### src/rtl/lcg_stim_pkg.sv
// Shared constants, FSM state type and sizing helper for the LCG stimulus generator.
package lcg_stim_pkg;

  localparam logic [31:0] LCG_MUL = 32'h41C64E6D;
  localparam logic [31:0] LCG_INC = 32'h3039;

  typedef enum logic [1:0] {
    StIdle,
    StFill,
    StOffer,
    StDone
  } state_e;

  function automatic int unsigned nw(input int unsigned width);
    return (width + 32'd31) / 32'd32;
  endfunction

endpackage

### src/rtl/lcg_step.sv
// Combinational LCG next-state: x' = x * LCG_MUL + LCG_INC (mod 2^32).
module lcg_step
  import lcg_stim_pkg::*;
(
  input  logic [31:0] state_i,
  output logic [31:0] state_o
);

  assign state_o = state_i * LCG_MUL + LCG_INC;

endmodule

### src/rtl/lcg_stim_gen.sv
// Fills an IN_W-bit vector one LCG word per cycle, then offers it with a valid/ready handshake.
module lcg_stim_gen
  import lcg_stim_pkg::*;
#(
  parameter int unsigned IN_W         = 269,
  parameter logic [31:0] SEED_DEFAULT = 32'd677517496
) (
  input  logic            clk,
  input  logic            rst,
  input  logic            seed_load,
  input  logic [31:0]     seed_in,
  input  logic            start,
  input  logic [31:0]     cycles,
  output logic            vec_valid,
  input  logic            vec_ready,
  output logic [IN_W-1:0] vec_data,
  output logic            busy,
  output logic            done,
  output logic [31:0]     vec_count
);

  localparam int unsigned NW = nw(IN_W);
  localparam int unsigned IdxW = (NW > 1) ? $clog2(NW) : 1;
  localparam logic [IdxW-1:0] LastIdx = IdxW'(NW - 1);

  state_e          state_q, state_d;
  logic [31:0]     x_q, x_d, x_next;
  logic [IN_W-1:0] vec_q, vec_d;
  logic [IdxW-1:0] idx_q, idx_d;
  logic [31:0]     remaining_q, remaining_d;
  logic [31:0]     count_q, count_d;

  lcg_step u_step (
    .state_i(x_q),
    .state_o(x_next)
  );

  always_comb begin
    state_d     = state_q;
    x_d         = x_q;
    vec_d       = vec_q;
    idx_d       = idx_q;
    remaining_d = remaining_q;
    count_d     = count_q;
    unique case (state_q)
      StIdle: begin
        if (seed_load) begin
          x_d = seed_in;
        end else if (start) begin
          remaining_d = cycles;
          count_d     = '0;
          idx_d       = '0;
          state_d     = (cycles == 32'd0) ? StDone : StFill;
        end
      end
      StFill: begin
        x_d = x_next;
        // Word k lands in bits [32k+31:32k]; bits past IN_W are dropped.
        for (int k = 0; k < int'(NW); k++) begin
          if (idx_q == IdxW'(k)) begin
            for (int j = 0; j < 32; j++) begin
              if (32 * k + j < int'(IN_W)) vec_d[32*k+j] = x_next[j];
            end
          end
        end
        idx_d = idx_q + 1'b1;
        if (idx_q == LastIdx) begin
          idx_d   = '0;
          state_d = StOffer;
        end
      end
      StOffer: begin
        if (vec_ready) begin
          count_d = count_q + 32'd1;
          if (remaining_q != 32'd0) remaining_d = remaining_q - 32'd1;
          state_d = (remaining_q <= 32'd1) ? StDone : StFill;
        end
      end
      StDone: begin
        if (start) state_d = StIdle;
      end
      default: state_d = StIdle;
    endcase
  end

  always_ff @(posedge clk) begin
    if (rst) begin
      state_q     <= StIdle;
      x_q         <= SEED_DEFAULT;
      vec_q       <= '0;
      idx_q       <= '0;
      remaining_q <= '0;
      count_q     <= '0;
    end else begin
      state_q     <= state_d;
      x_q         <= x_d;
      vec_q       <= vec_d;
      idx_q       <= idx_d;
      remaining_q <= remaining_d;
      count_q     <= count_d;
    end
  end

  assign vec_valid = (state_q == StOffer);
  assign busy      = (state_q == StFill) || (state_q == StOffer);
  assign done      = (state_q == StDone);
  assign vec_data  = vec_q;
  assign vec_count = count_q;

endmodule

### config.mk
export PLATFORM = sky130hd
export DESIGN_NAME = lcg_stim_gen
export DESIGN_NICKNAME = d
export VERILOG_FILES = /design/src/rtl/lcg_stim_pkg.sv /design/src/rtl/lcg_step.sv /design/src/rtl/lcg_stim_gen.sv
export SDC_FILE = /design/constraint.sdc
export NUM_CORES = 1
export LEC_CHECK = 0
export ABC_AREA = 1
export CORE_MARGIN = 5
export CORE_UTILIZATION = 32
export CTS_BUF_LIST = sky130_fd_sc_hd__clkbuf_8
export CTS_CLUSTER_SIZE = 28
export DETAILED_ROUTE_END_ITERATION = 10
export PLACE_DENSITY = 0.63
export SYNTH_ARGS = -nofsm -noshare
export SYNTH_HDL_FRONTEND = slang
export SYNTH_HIERARCHICAL = 1
export SYNTH_SLANG_ARGS = --single-unit
### constraint.sdc
create_clock -name clk -period 15.7 [get_ports clk]
set_input_delay 3.14 -clock clk [delete_from_list [all_inputs] [get_ports clk]]
set_output_delay 3.14 -clock clk [all_outputs]
set_load 0.1 [all_outputs]
==> run_results.csv, run 1 <==
group,metric,value,unit
yosys,postSynthCellCount,3373,
route,vias,23000,
placed_design,io_buffers,372,
critical_path,crit_buf_inv,7,
timing,fmax,128.8,MHz
critical_path,cp.arrival,8330,ps
yosys,ys_seq_area_frac,0.2963,
route,drt_iter0_drc,1619,
timing,tightest_slew,1186,ps
yosys,synth_ff_type,"dfxtp_1",
route,routedWlPerCell,20.68,um
min_path,hold_path.startpoint,"vec_data[256]",
cts,worstSkewPairLatency,660,ps
critical_path,critical_path.max_stage_delay,810,ps
critical_path,cpMaxStageDelayCell,"xnor2_2",
critical_path,required,16260,ps
cts,cts_buffers,68,
grt,grt_pass1_wl,149100,um
grt,grt_pass1_vias,23010,
timing,slew_headroom,0.2067,
timing,period_needed,7763,ps
critical_path,cp_max_fo,15,
route,first_pass_iters,8,
route,drc,0,
timing,clock_skew,34.62,ps
min_path,min_to,"vec_data[256]",
floorplanning,start_util,0.3230,
critical_path,cp_top_family,"adder cells",
final_layout,drive_gt1_frac,0.05548,
critical_path,crit_type,"reg2reg",
timing,setup_viol,0,
yosys,yosysWarningCount,6,
yosys,syn_area_per_cell,7.430,sq um
yosys,synth_top_area_share,0.2963,
yosys,synth_top_cell_by_area,"dfxtp_1",
yosys,synth_edf_count,0,
cts,clock-sinks,371,
grt,antenna_found_initial,3,
final_layout,utilization,0.4046,
final_layout,fillCellCount,8067,
yosys,syn_area,25060,sq um
final_layout,layout.nets,4176,
placed_design,place_hpwl,74380,um
floorplanning,die_y,289.9,um
route,vias_per_cell,4.797,
route,wl,99130,um
critical_path,critPathCaptureType,"flop",
final_layout,syn_to_final_growth,25.27,%
critical_path,reg2reg_slack,7940,ps
yosys,async_flop_share,0,
cts,cts.clk_slew.worst_paths,80,ps
min_path,min-delay-path-class,"reg2reg",
run,drv_cap,0,
timing,slew_violations,0,
critical_path,cp-start-kind,"flop",
min_path,holdPathStages,2,
cts,ctsHtreeMaxLevel,3,
timing,setup-tns-final,0,ps
floorplanning,coreArea,77590,sq um
cts,cts-root-buf,"clkbuf_8",
timing,rsz0062_at_grt,"false",
floorplanning,io_pins,373,
floorplanning,die-area,84020,sq um
cts,postCtsSetupBuffers,0,
timing,hold_violations,0,
floorplanning,die_w,289.9,um
timing,post-route-period-util,0.4945,
route,route.antenna.remaining_nets,0,
status,status,"finished clean",
grt,grt_max_degree,128,
grt,grtUsageTotal,0.2295,
yosys,ys_types,47,
critical_path,rr_worst_depth,25,
critical_path,path_common_cell,"inv_1",
cts,cts_resized,0,
cts,cts_hold_buffers,0,
placed_design,place_area,29960,sq um
critical_path,r2r-end,"x_q[20]",
critical_path,r2r-start,"x_q[0]",
cts,cts_tree,"yes",
yosys,ys_seq_elements,371,
placed_design,place_congestion,0.9816,
final_layout,design_area,31400,sq um
yosys,yosys-top-cells-area,"dfxtp_1 (30%), fa_1 (15%), nor2_1 (12%), ha_1 (11%), inv_1 (8.2%)",
yosys,syn_nets,3847,
floorplanning,num_rows,102,
grt,grt_overflow,0,
cts,clockBufferDepth,3,
## through the flow
stage	hold WS [ps]	setup WS, ps	cells
after floorplan	452.1	9166	3373
final	465.6	7937	4794
after CTS	465.0	8112	4789
after detailed placement	454.9	8151	4672
after global placement	446.8	8239	4672
after global routing	493.0	7626	4791
## synthesized netlist by cell type, types with 2 or more instances
master / n
a21o_1: 4
nand3_1: 68
nand2_1: 422
ha_1: 220
nor2_4: 2
o21bai_1: 5
mux2i_1: 4
o21ai_2: 3
nand2_2: 7
buf_2: 6
a221oi_1: 2
a31oi_1: 27
xnor2_1: 24
o22ai_1: 7
fa_1: 185
o21ai_1: 8
inv_1: 545
o21a_1: 2
nor2_2: 3
o21ai_4: 2
inv_2: 10
a21oi_2: 3
buf_4: 2
buf_6: 3
clkbuf_1: 104
o311ai_0: 11
nand4_1: 22
nor3_1: 13
buf_1: 35
nor2_1: 770
or2_2: 4
xor2_1: 35
o221ai_1: 2
o21ai_0: 342
a21oi_1: 89
dfxtp_1: 371
## cells in the final DEF, fill, tap and decap left out, types with 5 or more instances in the layout
| cell | count |
|---|---|
| nand2_1 | 422 |
| o311ai_0 | 11 |
| xor2_2 | 11 |
| nor2_2 | 10 |
| o21ai_1 | 7 |
| xor2_1 | 24 |
| dfxtp_1 | 371 |
| xnor2_1 | 17 |
| nand2_2 | 7 |
| o22ai_1 | 7 |
| o21bai_1 | 5 |
| clkbuf_8 | 88 |
| clkinv_2 | 6 |
| nand3_1 | 68 |
| xnor2_2 | 6 |
| fa_1 | 185 |
| nand4_1 | 22 |
| inv_1 | 559 |
| buf_4 | 37 |
| ha_1 | 218 |
| inv_2 | 10 |
| clkdlybuf4s50_1 | 372 |
| diode_2 | 5 |
| a31oi_1 | 27 |
| a21oi_1 | 89 |
| nor2_1 | 761 |
| o21ai_0 | 342 |
| nor3_1 | 13 |
## kinds of logic (layout without fill, tap and decap cells)
group                    count (synthesis)  after routing  share of synthesized area
AO/OA/AOI/OAI                          512            512                     0.1101
other                                    0              5                          0
multiplexers                             4              4                   0.001598
flip-flops                             371            371                     0.2963
XOR/XNOR                                59             59                    0.02062
adder cells (fa/ha/maj)                405            405                     0.2576
AND/OR/NAND/NOR                       1317           1317                     0.2067
buffers and inverters                  705           1081                     0.1071
## tightest hold or removal path: stages, from the launching register on
cell and delay (ps):
dfxtp_1 320, nand2_1 60, a21oi_1 50
## cell type report
cell class	instances	area (sq um)	share of cell area
Antenna cell	5	12.51	0.0003985
Multi-Input combinational cell	2297	15140	0.4822
Timing Repair Buffer	409	4001	0.1275
Clock inverter	29	214.0	0.006815
Sequential cell	371	7427	0.2366
Tap cell	1040	1301	0.04145
Clock buffer	88	1211	0.03858
Inverter	555	2088	0.06652
## sequential cells by signal, indices dropped and copies added (netlist names)
| signal | flops |
|---|---|
| idx_q | 4 |
| x_q | 32 |
| state_q | 2 |
| remaining_q | 32 |
| vec_data | 269 |
| vec_count | 32 |
## worst max path at each step
stage / startpoint / to / cells after the start
finish: x_q[0] / x_q[20] / 25
floorplan: x_q[7] / x_q[27] / 26
global placement: x_q[12] / x_q[29] / 22
global route: x_q[0] / x_q[21] / 25
detailed placement: x_q[0] / x_q[21] / 25
CTS: x_q[0] / x_q[21] / 25
## routing by layer
metal  vias up  routed length (um)  GRT usage
met3       167                9061    0.06554
met4         0                3329    0.07296
met5         -                   0          0
met1     10860               42300     0.3012
met2       855               44440     0.3671
li1      11120                   -          -
Power of run 1 is not shown: default switching activity piles up to over one toggle a cycle in this logic, so the estimate is an artifact.
==> inputs of run 2 (changes only) <==
--- a/config.mk
+++ b/config.mk
@@ -11,7 +11,7 @@
 export CTS_BUF_LIST = sky130_fd_sc_hd__clkbuf_8
 export CTS_CLUSTER_SIZE = 28
 export DETAILED_ROUTE_END_ITERATION = 10
-export PLACE_DENSITY = 0.63
+export PLACE_DENSITY = 0.65
 export SYNTH_ARGS = -nofsm -noshare
 export SYNTH_HDL_FRONTEND = slang
 export SYNTH_HIERARCHICAL = 1
==> constraint.sdc (replaced) <==
create_clock -name clk -period 6.8 [get_ports clk]
set_input_delay 1.36 -clock clk [delete_from_list [all_inputs] [get_ports clk]]
set_output_delay 1.36 -clock clk [all_outputs]
set_load 0.1 [all_outputs]
==> run_results.csv, run 2 (synthesis results as in run 1) <==
group,metric,value,unit
status,status,"finished clean",
grt,antenna_found_initial,7,
floorplanning,die-area,84020,sq um
final_layout,largest_reg_flops,269,
final_layout,layout.nets,4246,
timing,fmax,152.4,MHz
critical_path,cpMaxStageDelayCell,"fa_1",
final_layout,utilization,0.4149,
timing,tightest_slew,1161,ps
timing,hold_violations,0,
floorplanning,coreArea,77590,sq um
placed_design,io_buffers,372,
floorplanning,start_util,0.3230,
grt,grt_max_degree,191,
grt,grtUsageTotal,0.2262,
cts,cts-root-buf,"clkbuf_8",
route,vias_per_cell,4.792,
timing,setup_viol,0,
final_layout,layout_commonest_cell,"nor2_1",
critical_path,cp.arrival,7080,ps
final_layout,regArea,7435,sq um
critical_path,cp_max_fo,6,
grt,grt-busiest-layer,"met2",
cts,ctsHtreeMaxLevel,3,
grt,grt_pass1_wl,147700,um
cts,cts.clk_slew.worst_paths,70,ps
route,routedWlPerCell,20.14,um
grt,grt_pass1_vias,23560,
timing,period_needed,6563,ps
placed_design,post-place-ws,2.690,ps
timing,rsz0062_at_grt,"true",
grt,met1_usage,0.2935,
critical_path,required,7320,ps
floorplanning,die_y,289.9,um
cts,worstSkewPairLatency,650,ps
cts,clockBufferDepth,3,
route,first_pass_iters,7,
critical_path,cp-start-kind,"flop",
timing,clock_skew,48.12,ps
final_layout,syn_to_final_growth,28.45,%
critical_path,cp_top_family,"adder cells",
placed_design,place_hpwl,74070,um
floorplanning,io_pins,373,
critical_path,critPathCaptureType,"flop",
timing,setup_ws,237.2,ps
route,drc,0,
timing,setup-tns-final,0,ps
floorplanning,num_rows,102,
cts,cts_hold_buffers,0,
grt,grtUsageMet2,0.3643,
cts,cts_buffers,68,
placed_design,place_inst,4737,
final_layout,drive_gt1_frac,0.08355,
final_layout,mostFrequentLayoutCells,"nor2_1 (757), inv_1 (562), nand2_1 (420)",
final_layout,final_cells,4863,
critical_path,crit_buf_inv,9,
timing,slew_headroom,0.2235,
route,wl,97950,um
cts,clock-sinks,371,
final_layout,fillCellCount,7974,
min_path,min-delay-path-class,"reg2reg",
timing,slew_violations,0,
route,route.antenna.remaining_nets,0,
placed_design,place_congestion,0.9467,
critical_path,critical_path.max_stage_delay,540,ps
timing,post-route-period-util,0.9651,
grt,grt_overflow,0,
grt,grt_use_met3,0.06233,
final_layout,multi_input_area,15350,sq um
run,drv_cap,0,
critical_path,crit_type,"reg2reg",
floorplanning,die_w,289.9,um
route,drt_iter0_drc,1713,
route,vias,23300,
cts,cts_tree,"yes",
## run 2: worst paths after layout
check / startpoint / to / slack (ps) / cells past startpoint
worst max-delay path: x_q[3] / x_q[21] / 240 / 27
worst min-delay path: vec_data[262] / vec_data[262] / 470 / 2
worst max register to register: x_q[3] / x_q[21] / 240 / 27
worst min register to register: vec_data[262] / vec_data[262] / 470 / 2
## run 2: stage by stage
step / hold WS (ps) / instance area, sq um
after detailed placement: 461.7 / 30580
after floorplan: 452.1 / 25060
after global placement: 447.8 / 30580
final: 468.3 / 32190
after global routing: 499.0 / 32190
after CTS: 473.1 / 31940
## run 2: area by class of cell
type / count / area share
clock buffer: 81 / 0.03463
antenna: 5 / 0.0003887
inverter: 555 / 0.06487
clock inverter: 35 / 0.006802
timing repair buffer: 479 / 0.1451
tap: 1040 / 0.04042
multi-input combinational: 2297 / 0.4769
sequential: 371 / 0.2309
## run 2: worst reg2reg max path, stage by stage, from the launching register on
cell and delay, ps:
dfxtp_1 530, ha_1 330, fa_1 470, fa_1 530
inv_1 60, fa_1 530, inv_1 40, ha_1 260
inv_1 50, fa_1 490, inv_1 50, fa_1 530
inv_1 70, fa_1 540, inv_1 50, ha_1 330
nand2_1 120, inv_2 50, nand3_1 140, nor3_2 60
buf_4 140, a21oi_1 190, nor2_1 60, nor2_1 180
xnor2_2 130, buf_4 160, nor2_1 50, o311ai_1 330
## run 2: routing by layer
layer | wire, um | part of all wire
met3 | 7928 | 0.081
met1 | 42290 | 0.43
met2 | 43910 | 0.45
met5 | 0 | 0
met4 | 3821 | 0.039
## run 2: what timing repair did
action,CTS,global route
endpoints found under the setup margin,4,109
buffers inserted,0,5
pin swaps,0,7
resized for setup,3,51
endpoints found under the hold margin,0,0
Power of run 2 is left out for the same reason.
